==> src/rtl/set_assoc_cache.sv <==
// N-way set-associative, write-through, no-write-allocate cache with a blocking lookup FSM.
// Optional hit/miss counters are compiled in when CACHE_STATS_EN is defined.
module set_assoc_cache #(
    parameter int ADDR_W = 16,
    parameter int DATA_W = 8,
    parameter int SETS   = 16,
    parameter int WAYS   = 2,
    parameter int WORDS  = 2
) (
    input  logic              clk,
    input  logic              rst_n,
    input  logic              req_valid,
    output logic              req_ready,
    input  logic              req_rw_n,
    input  logic [ADDR_W-1:0] req_addr,
    input  logic [DATA_W-1:0] req_wdata,
    output logic              resp_valid,
    output logic [DATA_W-1:0] resp_rdata,
    output logic              resp_hit,
    output logic              mem_req,
    output logic              mem_we,
    output logic [ADDR_W-1:0] mem_addr,
    output logic [DATA_W-1:0] mem_wdata,
    input  logic              mem_ack,
    input  logic [DATA_W-1:0] mem_rdata
`ifdef CACHE_STATS_EN
    ,
    output logic [31:0]       stat_hits,
    output logic [31:0]       stat_misses
`endif
);

    localparam int INDEX_W = $clog2(SETS);
    localparam int OFF_W   = $clog2(WORDS);
    localparam int TAG_W   = ADDR_W - INDEX_W - OFF_W;
    localparam int WAY_W   = (WAYS > 1) ? $clog2(WAYS) : 1;

    typedef enum logic [2:0] {
        S_IDLE,
        S_COMPARE,
        S_FILL,
        S_WRITE,
        S_RESP
    } state_t;

    state_t r_state;
    state_t w_next;

    logic [WAYS-1:0]   r_valid [SETS];
    logic [TAG_W-1:0]  r_tag   [SETS][WAYS];
    logic [DATA_W-1:0] r_data  [SETS][WAYS][WORDS];
    logic [WAY_W-1:0]  r_rr    [SETS];

    logic [ADDR_W-1:0] r_addr;
    logic              r_rw_n;
    logic [DATA_W-1:0] r_wdata;

    logic [WAY_W-1:0]  r_victim;
    logic              r_victim_valid;
    logic [OFF_W-1:0]  r_k;
    logic              r_cmp_hit;

    logic              r_resp_valid;
    logic              r_resp_hit;
    logic [DATA_W-1:0] r_resp_rdata;
    logic              r_mem_req;
    logic              r_mem_we;
    logic [ADDR_W-1:0] r_mem_addr;
    logic [DATA_W-1:0] r_mem_wdata;

    logic [TAG_W-1:0]   w_tag;
    logic [INDEX_W-1:0] w_idx;
    logic [OFF_W-1:0]   w_off;
    logic [OFF_W-1:0]   w_k_next;
    logic               w_hit;
    logic [WAY_W-1:0]   w_hit_way;
    logic               w_has_inv;
    logic [WAY_W-1:0]   w_inv_way;
    logic [WAY_W-1:0]   w_victim;
    logic               w_mem_done;

    assign w_tag      = r_addr[ADDR_W-1 -: TAG_W];
    assign w_idx      = r_addr[OFF_W +: INDEX_W];
    assign w_off      = r_addr[OFF_W-1:0];
    assign w_k_next   = r_k + 1'b1;
    assign w_mem_done = r_mem_req & mem_ack;

    assign req_ready  = (r_state == S_IDLE);
    assign resp_valid = r_resp_valid;
    assign resp_hit   = r_resp_hit;
    assign resp_rdata = r_resp_rdata;
    assign mem_req    = r_mem_req;
    assign mem_we     = r_mem_we;
    assign mem_addr   = r_mem_addr;
    assign mem_wdata  = r_mem_wdata;

    // Lookup of the captured request; descending scan leaves the lowest matching/invalid way.
    always_comb begin
        w_hit     = 1'b0;
        w_hit_way = '0;
        w_has_inv = 1'b0;
        w_inv_way = '0;
        for (int w = WAYS - 1; w >= 0; w--) begin
            if (r_valid[w_idx][w] && (r_tag[w_idx][w] == w_tag)) begin
                w_hit     = 1'b1;
                w_hit_way = WAY_W'(w);
            end
            if (!r_valid[w_idx][w]) begin
                w_has_inv = 1'b1;
                w_inv_way = WAY_W'(w);
            end
        end
        w_victim = w_has_inv ? w_inv_way : r_rr[w_idx];
    end

    always_ff @(posedge clk) begin
        if (!rst_n) begin
            r_state <= S_IDLE;
        end else begin
            r_state <= w_next;
        end
    end

    always_comb begin
        w_next = r_state;
        case (r_state)
            S_IDLE: begin
                if (req_valid) begin
                    w_next = S_COMPARE;
                end
            end
            S_COMPARE: begin
                if (!r_rw_n) begin
                    w_next = S_WRITE;
                end else if (w_hit) begin
                    w_next = S_IDLE;
                end else begin
                    w_next = S_FILL;
                end
            end
            S_FILL: begin
                if (w_mem_done && (r_k == OFF_W'(WORDS - 1))) begin
                    w_next = S_RESP;
                end
            end
            S_WRITE: begin
                if (w_mem_done) begin
                    w_next = S_IDLE;
                end
            end
            S_RESP: begin
                w_next = S_IDLE;
            end
            default: begin
                w_next = S_IDLE;
            end
        endcase
    end

    // Line storage is not reset; only valid bits and pointers are, so stale data is never visible.
    always_ff @(posedge clk) begin
        if (!rst_n) begin
            for (int s = 0; s < SETS; s++) begin
                r_valid[s] <= '0;
                r_rr[s]    <= '0;
            end
            r_addr         <= '0;
            r_rw_n         <= 1'b0;
            r_wdata        <= '0;
            r_victim       <= '0;
            r_victim_valid <= 1'b0;
            r_k            <= '0;
            r_cmp_hit      <= 1'b0;
            r_resp_valid   <= 1'b0;
            r_resp_hit     <= 1'b0;
            r_resp_rdata   <= '0;
            r_mem_req      <= 1'b0;
            r_mem_we       <= 1'b0;
            r_mem_addr     <= '0;
            r_mem_wdata    <= '0;
        end else begin
            r_resp_valid <= 1'b0;
            case (r_state)
                S_IDLE: begin
                    if (req_valid) begin
                        r_addr  <= req_addr;
                        r_rw_n  <= req_rw_n;
                        r_wdata <= req_wdata;
                    end
                end
                S_COMPARE: begin
                    if (!r_rw_n) begin
                        if (w_hit) begin
                            r_data[w_idx][w_hit_way][w_off] <= r_wdata;
                        end
                        r_cmp_hit   <= w_hit;
                        r_mem_req   <= 1'b1;
                        r_mem_we    <= 1'b1;
                        r_mem_addr  <= r_addr;
                        r_mem_wdata <= r_wdata;
                    end else if (w_hit) begin
                        r_resp_valid <= 1'b1;
                        r_resp_hit   <= 1'b1;
                        r_resp_rdata <= r_data[w_idx][w_hit_way][w_off];
                    end else begin
                        r_victim                <= w_victim;
                        r_victim_valid          <= ~w_has_inv;
                        r_valid[w_idx][w_victim] <= 1'b0;
                        r_k                     <= '0;
                        r_mem_req               <= 1'b1;
                        r_mem_we                <= 1'b0;
                        r_mem_addr              <= {w_tag, w_idx, OFF_W'(0)};
                    end
                end
                S_FILL: begin
                    // Request stays high across words; each ack moves the address to the next word.
                    if (w_mem_done) begin
                        r_data[w_idx][r_victim][r_k] <= mem_rdata;
                        if (r_k == w_off) begin
                            r_resp_rdata <= mem_rdata;
                        end
                        if (r_k == OFF_W'(WORDS - 1)) begin
                            r_mem_req                <= 1'b0;
                            r_tag[w_idx][r_victim]   <= w_tag;
                            r_valid[w_idx][r_victim] <= 1'b1;
                            if (r_victim_valid) begin
                                r_rr[w_idx] <= (r_rr[w_idx] == WAY_W'(WAYS - 1)) ?
                                               '0 : r_rr[w_idx] + 1'b1;
                            end
                            r_resp_valid <= 1'b1;
                            r_resp_hit   <= 1'b0;
                        end else begin
                            r_k        <= w_k_next;
                            r_mem_addr <= {w_tag, w_idx, w_k_next};
                        end
                    end
                end
                S_WRITE: begin
                    if (w_mem_done) begin
                        r_mem_req    <= 1'b0;
                        r_mem_we     <= 1'b0;
                        r_resp_valid <= 1'b1;
                        r_resp_hit   <= r_cmp_hit;
                        r_resp_rdata <= '0;
                    end
                end
                default: begin
                end
            endcase
        end
    end

`ifdef CACHE_STATS_EN
    logic [31:0] r_stat_hits;
    logic [31:0] r_stat_misses;

    assign stat_hits   = r_stat_hits;
    assign stat_misses = r_stat_misses;

    // Every lookup, read or write, counts once; counters stick at all-ones.
    always_ff @(posedge clk) begin
        if (!rst_n) begin
            r_stat_hits   <= '0;
            r_stat_misses <= '0;
        end else if (r_state == S_COMPARE) begin
            if (w_hit) begin
                if (r_stat_hits != '1) begin
                    r_stat_hits <= r_stat_hits + 32'd1;
                end
            end else begin
                if (r_stat_misses != '1) begin
                    r_stat_misses <= r_stat_misses + 32'd1;
                end
            end
        end
    end
`endif

endmodule
==> config.mk <==
export PLATFORM = sky130hd
export DESIGN_NAME = set_assoc_cache
export DESIGN_NICKNAME = d
export VERILOG_FILES = /design/src/rtl/set_assoc_cache.sv
export SDC_FILE = /design/constraint.sdc
export NUM_CORES = 1
export LEC_CHECK = 0
export BUFFER_PORTS_ARGS = -buffer_cell sky130_fd_sc_hd__buf_2
export CAP_MARGIN = 20
export CORE_ASPECT_RATIO = 0.6
export CORE_MARGIN = 5
export CORE_UTILIZATION = 40
export DETAILED_ROUTE_END_ITERATION = 12
export PLACE_DENSITY = 0.54
export SYNTH_ARGS = -nofsm -noshare
export SYNTH_HDL_FRONTEND = slang
export SYNTH_SLANG_ARGS = --single-unit
==> constraint.sdc <==
create_clock -name clk -period 3.95 [get_ports clk]
set_clock_uncertainty 0.2 [all_clocks]
set_input_delay 0.395 -clock clk [delete_from_list [all_inputs] [get_ports clk]]
set_output_delay 0.395 -clock clk [all_outputs]
set_load 0.05 [all_outputs]
==> metrics.md <==
| Metric | Value |
|---|---|
| Initial Utilization | `between 40% and 50%` |
| Max-Cap Viols | `0` |
| Num CTS Buffers | `93` |
| CTS H-tree lvls | `3` |
| Global-route wire length before repair | `~150000 um` |
| Root buf cell | `clkbuf_16` |
| Status | `finished, final reports clean` |
| Layout cells sized above 1 | `30.89%` |
| CP Class | `reg -> reg` |
| Place WS | `-0.3738 ns` |
| WP data required | `4.15 ns` |
| Crit end category | `register` |
| Chip width | `~420 um` |
| Drt first pass iters | `5` |
| Crit path top cell by count | `buf_12` |
| Max frequency | `254.5 MHz` |
| Sequential element share of the synthesized area | `72.62%` |
| TNS Setup | `0 ns` |
| Pint | `around 19 mW` |
| Final setup viols | `0` |
| CTS tree | `done` |
| Pwr Density | `548.6 mW/mm^2` |
| Final Max Slew Viols | `0` |
| Largest net degree at the start of global routing | `66` |
| Sw Ratio | `27.17%` |
| Wl on met1 | `50230 um` |
| # nets final | `roughly 2.5k` |
| Vias/cell | `5.572` |
| Crit start category | `register` |
| Clk pwr share | `35.4%` |
| Cell count after synthesis | `~2.1k` |
| RSZ-0062 raised after global routing | `yes` |
| Max Root-Sink Buffers | `3` |
| Yosys warning count | `0` |
| Max Used Layer | `met4` |
| Total track usage | `19.97%` |
| Site row count | `between 80 and 90` |
| Cells along the critical path | `buf_12 -> buf_16 -> mux2i_1 -> mux4_2 -> xnor2_1 -> or4_1 -> a211oi_2 -> o211ai_1 -> buf_4 -> o21bai_4 -> o21a_4 -> buf_12 -> nor2_1 -> buf_6` |
| Vias | `21.35k` |
| Power Total | `25.66 mW` |
| Syn_nets | `between 2k and 2.5k` |
| Total gr overflow | `0` |
| Critical Path Slowest Stage Cell | `mux4_2` |
| CP delay by family, top | `buffers and inverters` |
| Worst path max stage delay | `0.50 ns` |
| P_sw | `6.971 mW` |
| DRC viols | `0` |
| Sink Count | `984` |
| Hold Vio Cnt, Final | `0` |
| Slew headroom | `21.93%` |
| IO Pins | `74` |
| Flop pwr share | `46.9%` |
| Yosys reg bits | `984` |
| Critical Path Fanout Max | `25` |
| Synth unique cells | `55` |
| Die Y | `253.3 um` |
| Routability cong. | `0.8447` |
| Avg WL per Cell | `27.66 um` |
| Routed Antenna Nets | `0` |
| Hold WC Path Type | `in -> reg` |
| Vias in the first global route | `around 21k` |
| DRT iter0 DRCs | `2033` |
| Drt total wl | `106000 um` |
| Final instance area | `0.04678 sq mm` |
| Met2 WL | `about 43000 um` |
| Met3 routed WL | `10430 um` |
| Worst-Margin Slew | `1.168 ns` |
| Most frequent cells in the layout | `edfxtp_1 (896), mux4_2 (245), buf_4 (210)` |
| Crit share post-route | `99.49%` |
| Worst-path clk slew | `about 0.060 ns` |
| Die Area | `0.1053 sq mm` |
| Pleak | `about 15 nW` |
| Final core occ | `between 40% and 50%` |
| CORE AREA | `between 0.09 and 0.1 sq mm` |
| Post-DP HPWL | `70660 um` |
| Fin crit period | `3.930 ns` |
| DP Area | `0.04289 sq mm` |
| WP data arrival | `4.13 ns` |
| Fill cells | `8065` |
| CP Buf/Inv Count | `5` |
| Maximum vdd drop | `0.3573 mV` |
| Layout area overhead | `18.49%` |
| Synth Cell Area | `0.03948 sq mm` |
| Initial antenna violation count | `6` |
| IO buf count | `between 70 and 80` |
| Combinational share of power | `17.7%` |
| Worst skew pair latency | `~0.69 ns` |
| Syn_area_per_cell | `18.67 sq um` |
| Final worst slack | `0.02034 ns` |
| Most common cell after layout, fill and taps aside | `edfxtp_1` |
-- flip-flops by register name, indices dropped and copies added (netlist names), 3 cells and up, named ones only --
signal	flops
mem_wdata	8
r_valid	32
r_data	512
r_rr	16
r_addr	16
mem_addr	16
r_wdata	8
resp_rdata	8
r_state	3
r_tag	352
-- cells by family after synthesis --
family	Yosys count	share of synthesized area, %
and+or+nand+nor	379	4.241
xor gates and xnor gates	40	0.8875
DFF	984	72.62
AOI/OAI and AO/OA	197	3.467
muxes	361	17.01
buffers and inverters	154	1.778
-- layer usage --
metal	vias up	global-route usage, %
li1	9085	-
met1	11269	31.24
met2	867	27.02
met3	129	6.475
met4	0	4.480
met5	-	0
-- synthesized netlist by cell type, drive strengths merged --
cell type	count	share of area, %
mux2i	88	2.2
o211ai	21	0.40
and3	7	0.11
nand2b	8	0.13
nor2b	28	0.44
o31ai	18	0.34
a21oi	23	0.32
nor3	7	0.12
or3b	1	0.022
and2	4	0.063
o211a	2	0.070
inv	10	0.095
a21boi	43	0.86
nor4b	1	0.022
xnor2	28	0.62
o311ai	1	0.041
or3	3	0.048
nor4	1	0.016
mux2	28	0.80
nand3	22	0.28
nand4	4	0.063
a211oi	2	0.051
nand2	128	1.2
o21ai	45	0.61
or4	1	0.019
o22ai	1	0.016
a211o	2	0.044
xor2	12	0.27
nor2	150	1.4
a31oi	17	0.27
mux4	245	14
a22oi	14	0.27
o21a	4	0.076
nor3b	8	0.15
nand3b	6	0.11
dfxtp	88	4.5
o2111ai	1	0.022
buf	56	0.85
o21bai	3	0.086
edfxtp	896	68
clkbuf	88	0.84
-- path summary, 6_finish.rpt --
kind | start | end | slack (ns) | cells after the start
hold reg to reg | mem_wdata[3]$_SDFFE_PN0P_ | mem_wdata[3]$_SDFFE_PN0P_ | 0.27 | 2
setup / recovery | register | r_data[1][1]$_DFFE_PP_ | 0.02 | 14
hold / removal | mem_rdata[3] | resp_rdata[3]$_SDFFE_PN0P_ | 0.05 | 3
setup reg to reg | register | r_data[1][1]$_DFFE_PP_ | 0.02 | 14
-- power groups by stage --
stage / sequential, mW / combinational, mW / clock (mW)
after CTS: 12.0 / 4.49 / 9.25
after detailed placement: 12.3 / 4.42 / 0
after global routing: 12.1 / 4.85 / 9.71
after floorplan: 12.4 / 2.52 / 0
final: 12.0 / 4.54 / 9.07
after global placement: 12.3 / 4.37 / 0
-- cell type report --
type	instances	area, sq um	share of cell area [%]
Antenna cell	1	2.502	0.005350
Clock buffer	114	2459	5.256
Clock inverter	61	606.8	1.297
Inverter	10	37.54	0.08024
Multi-Input combinational cell	977	10240	21.89
Sequential cell	984	28680	61.31
Tap cell	1319	1650	3.528
Timing Repair Buffer	366	3102	6.631
-- worst reg2reg max path, cell delays in order, from the launching register on --
cell and delay [ns]:
dfxtp_4 0.36, buf_12 0.13, buf_16 0.17, mux2i_1 0.17, mux4_2 0.50, xnor2_1 0.15
or4_1 0.49, a211oi_2 0.19, o211ai_1 0.11, buf_4 0.18, o21bai_4 0.20, o21a_4 0.27
buf_12 0.16, nor2_1 0.15, buf_6 0.19
-- metrics by stage --
stage,cells,hold slack (ns)
2_1_floorplan,2115,0.2416
3_3_place_gp,3604,0.2527
3_5_place_dp,3604,0.2624
4_1_cts,3819,0.004002
5_1_grt,3831,0.01138
6_report,3832,0.04817
-- timing repair --
item | 4_1_cts | 5_1_grt
endpoints found under the hold margin | 53 | 0
hold buffers | 37 | 0
endpoints found under the setup margin | 570 | 372
gates cloned | 0 | 3
gates resized for setup | 5 | 80
setup buffers | 3 | 8
pin swaps | 0 | 10
No activity file was read; power rests on OpenSTA's default activity.
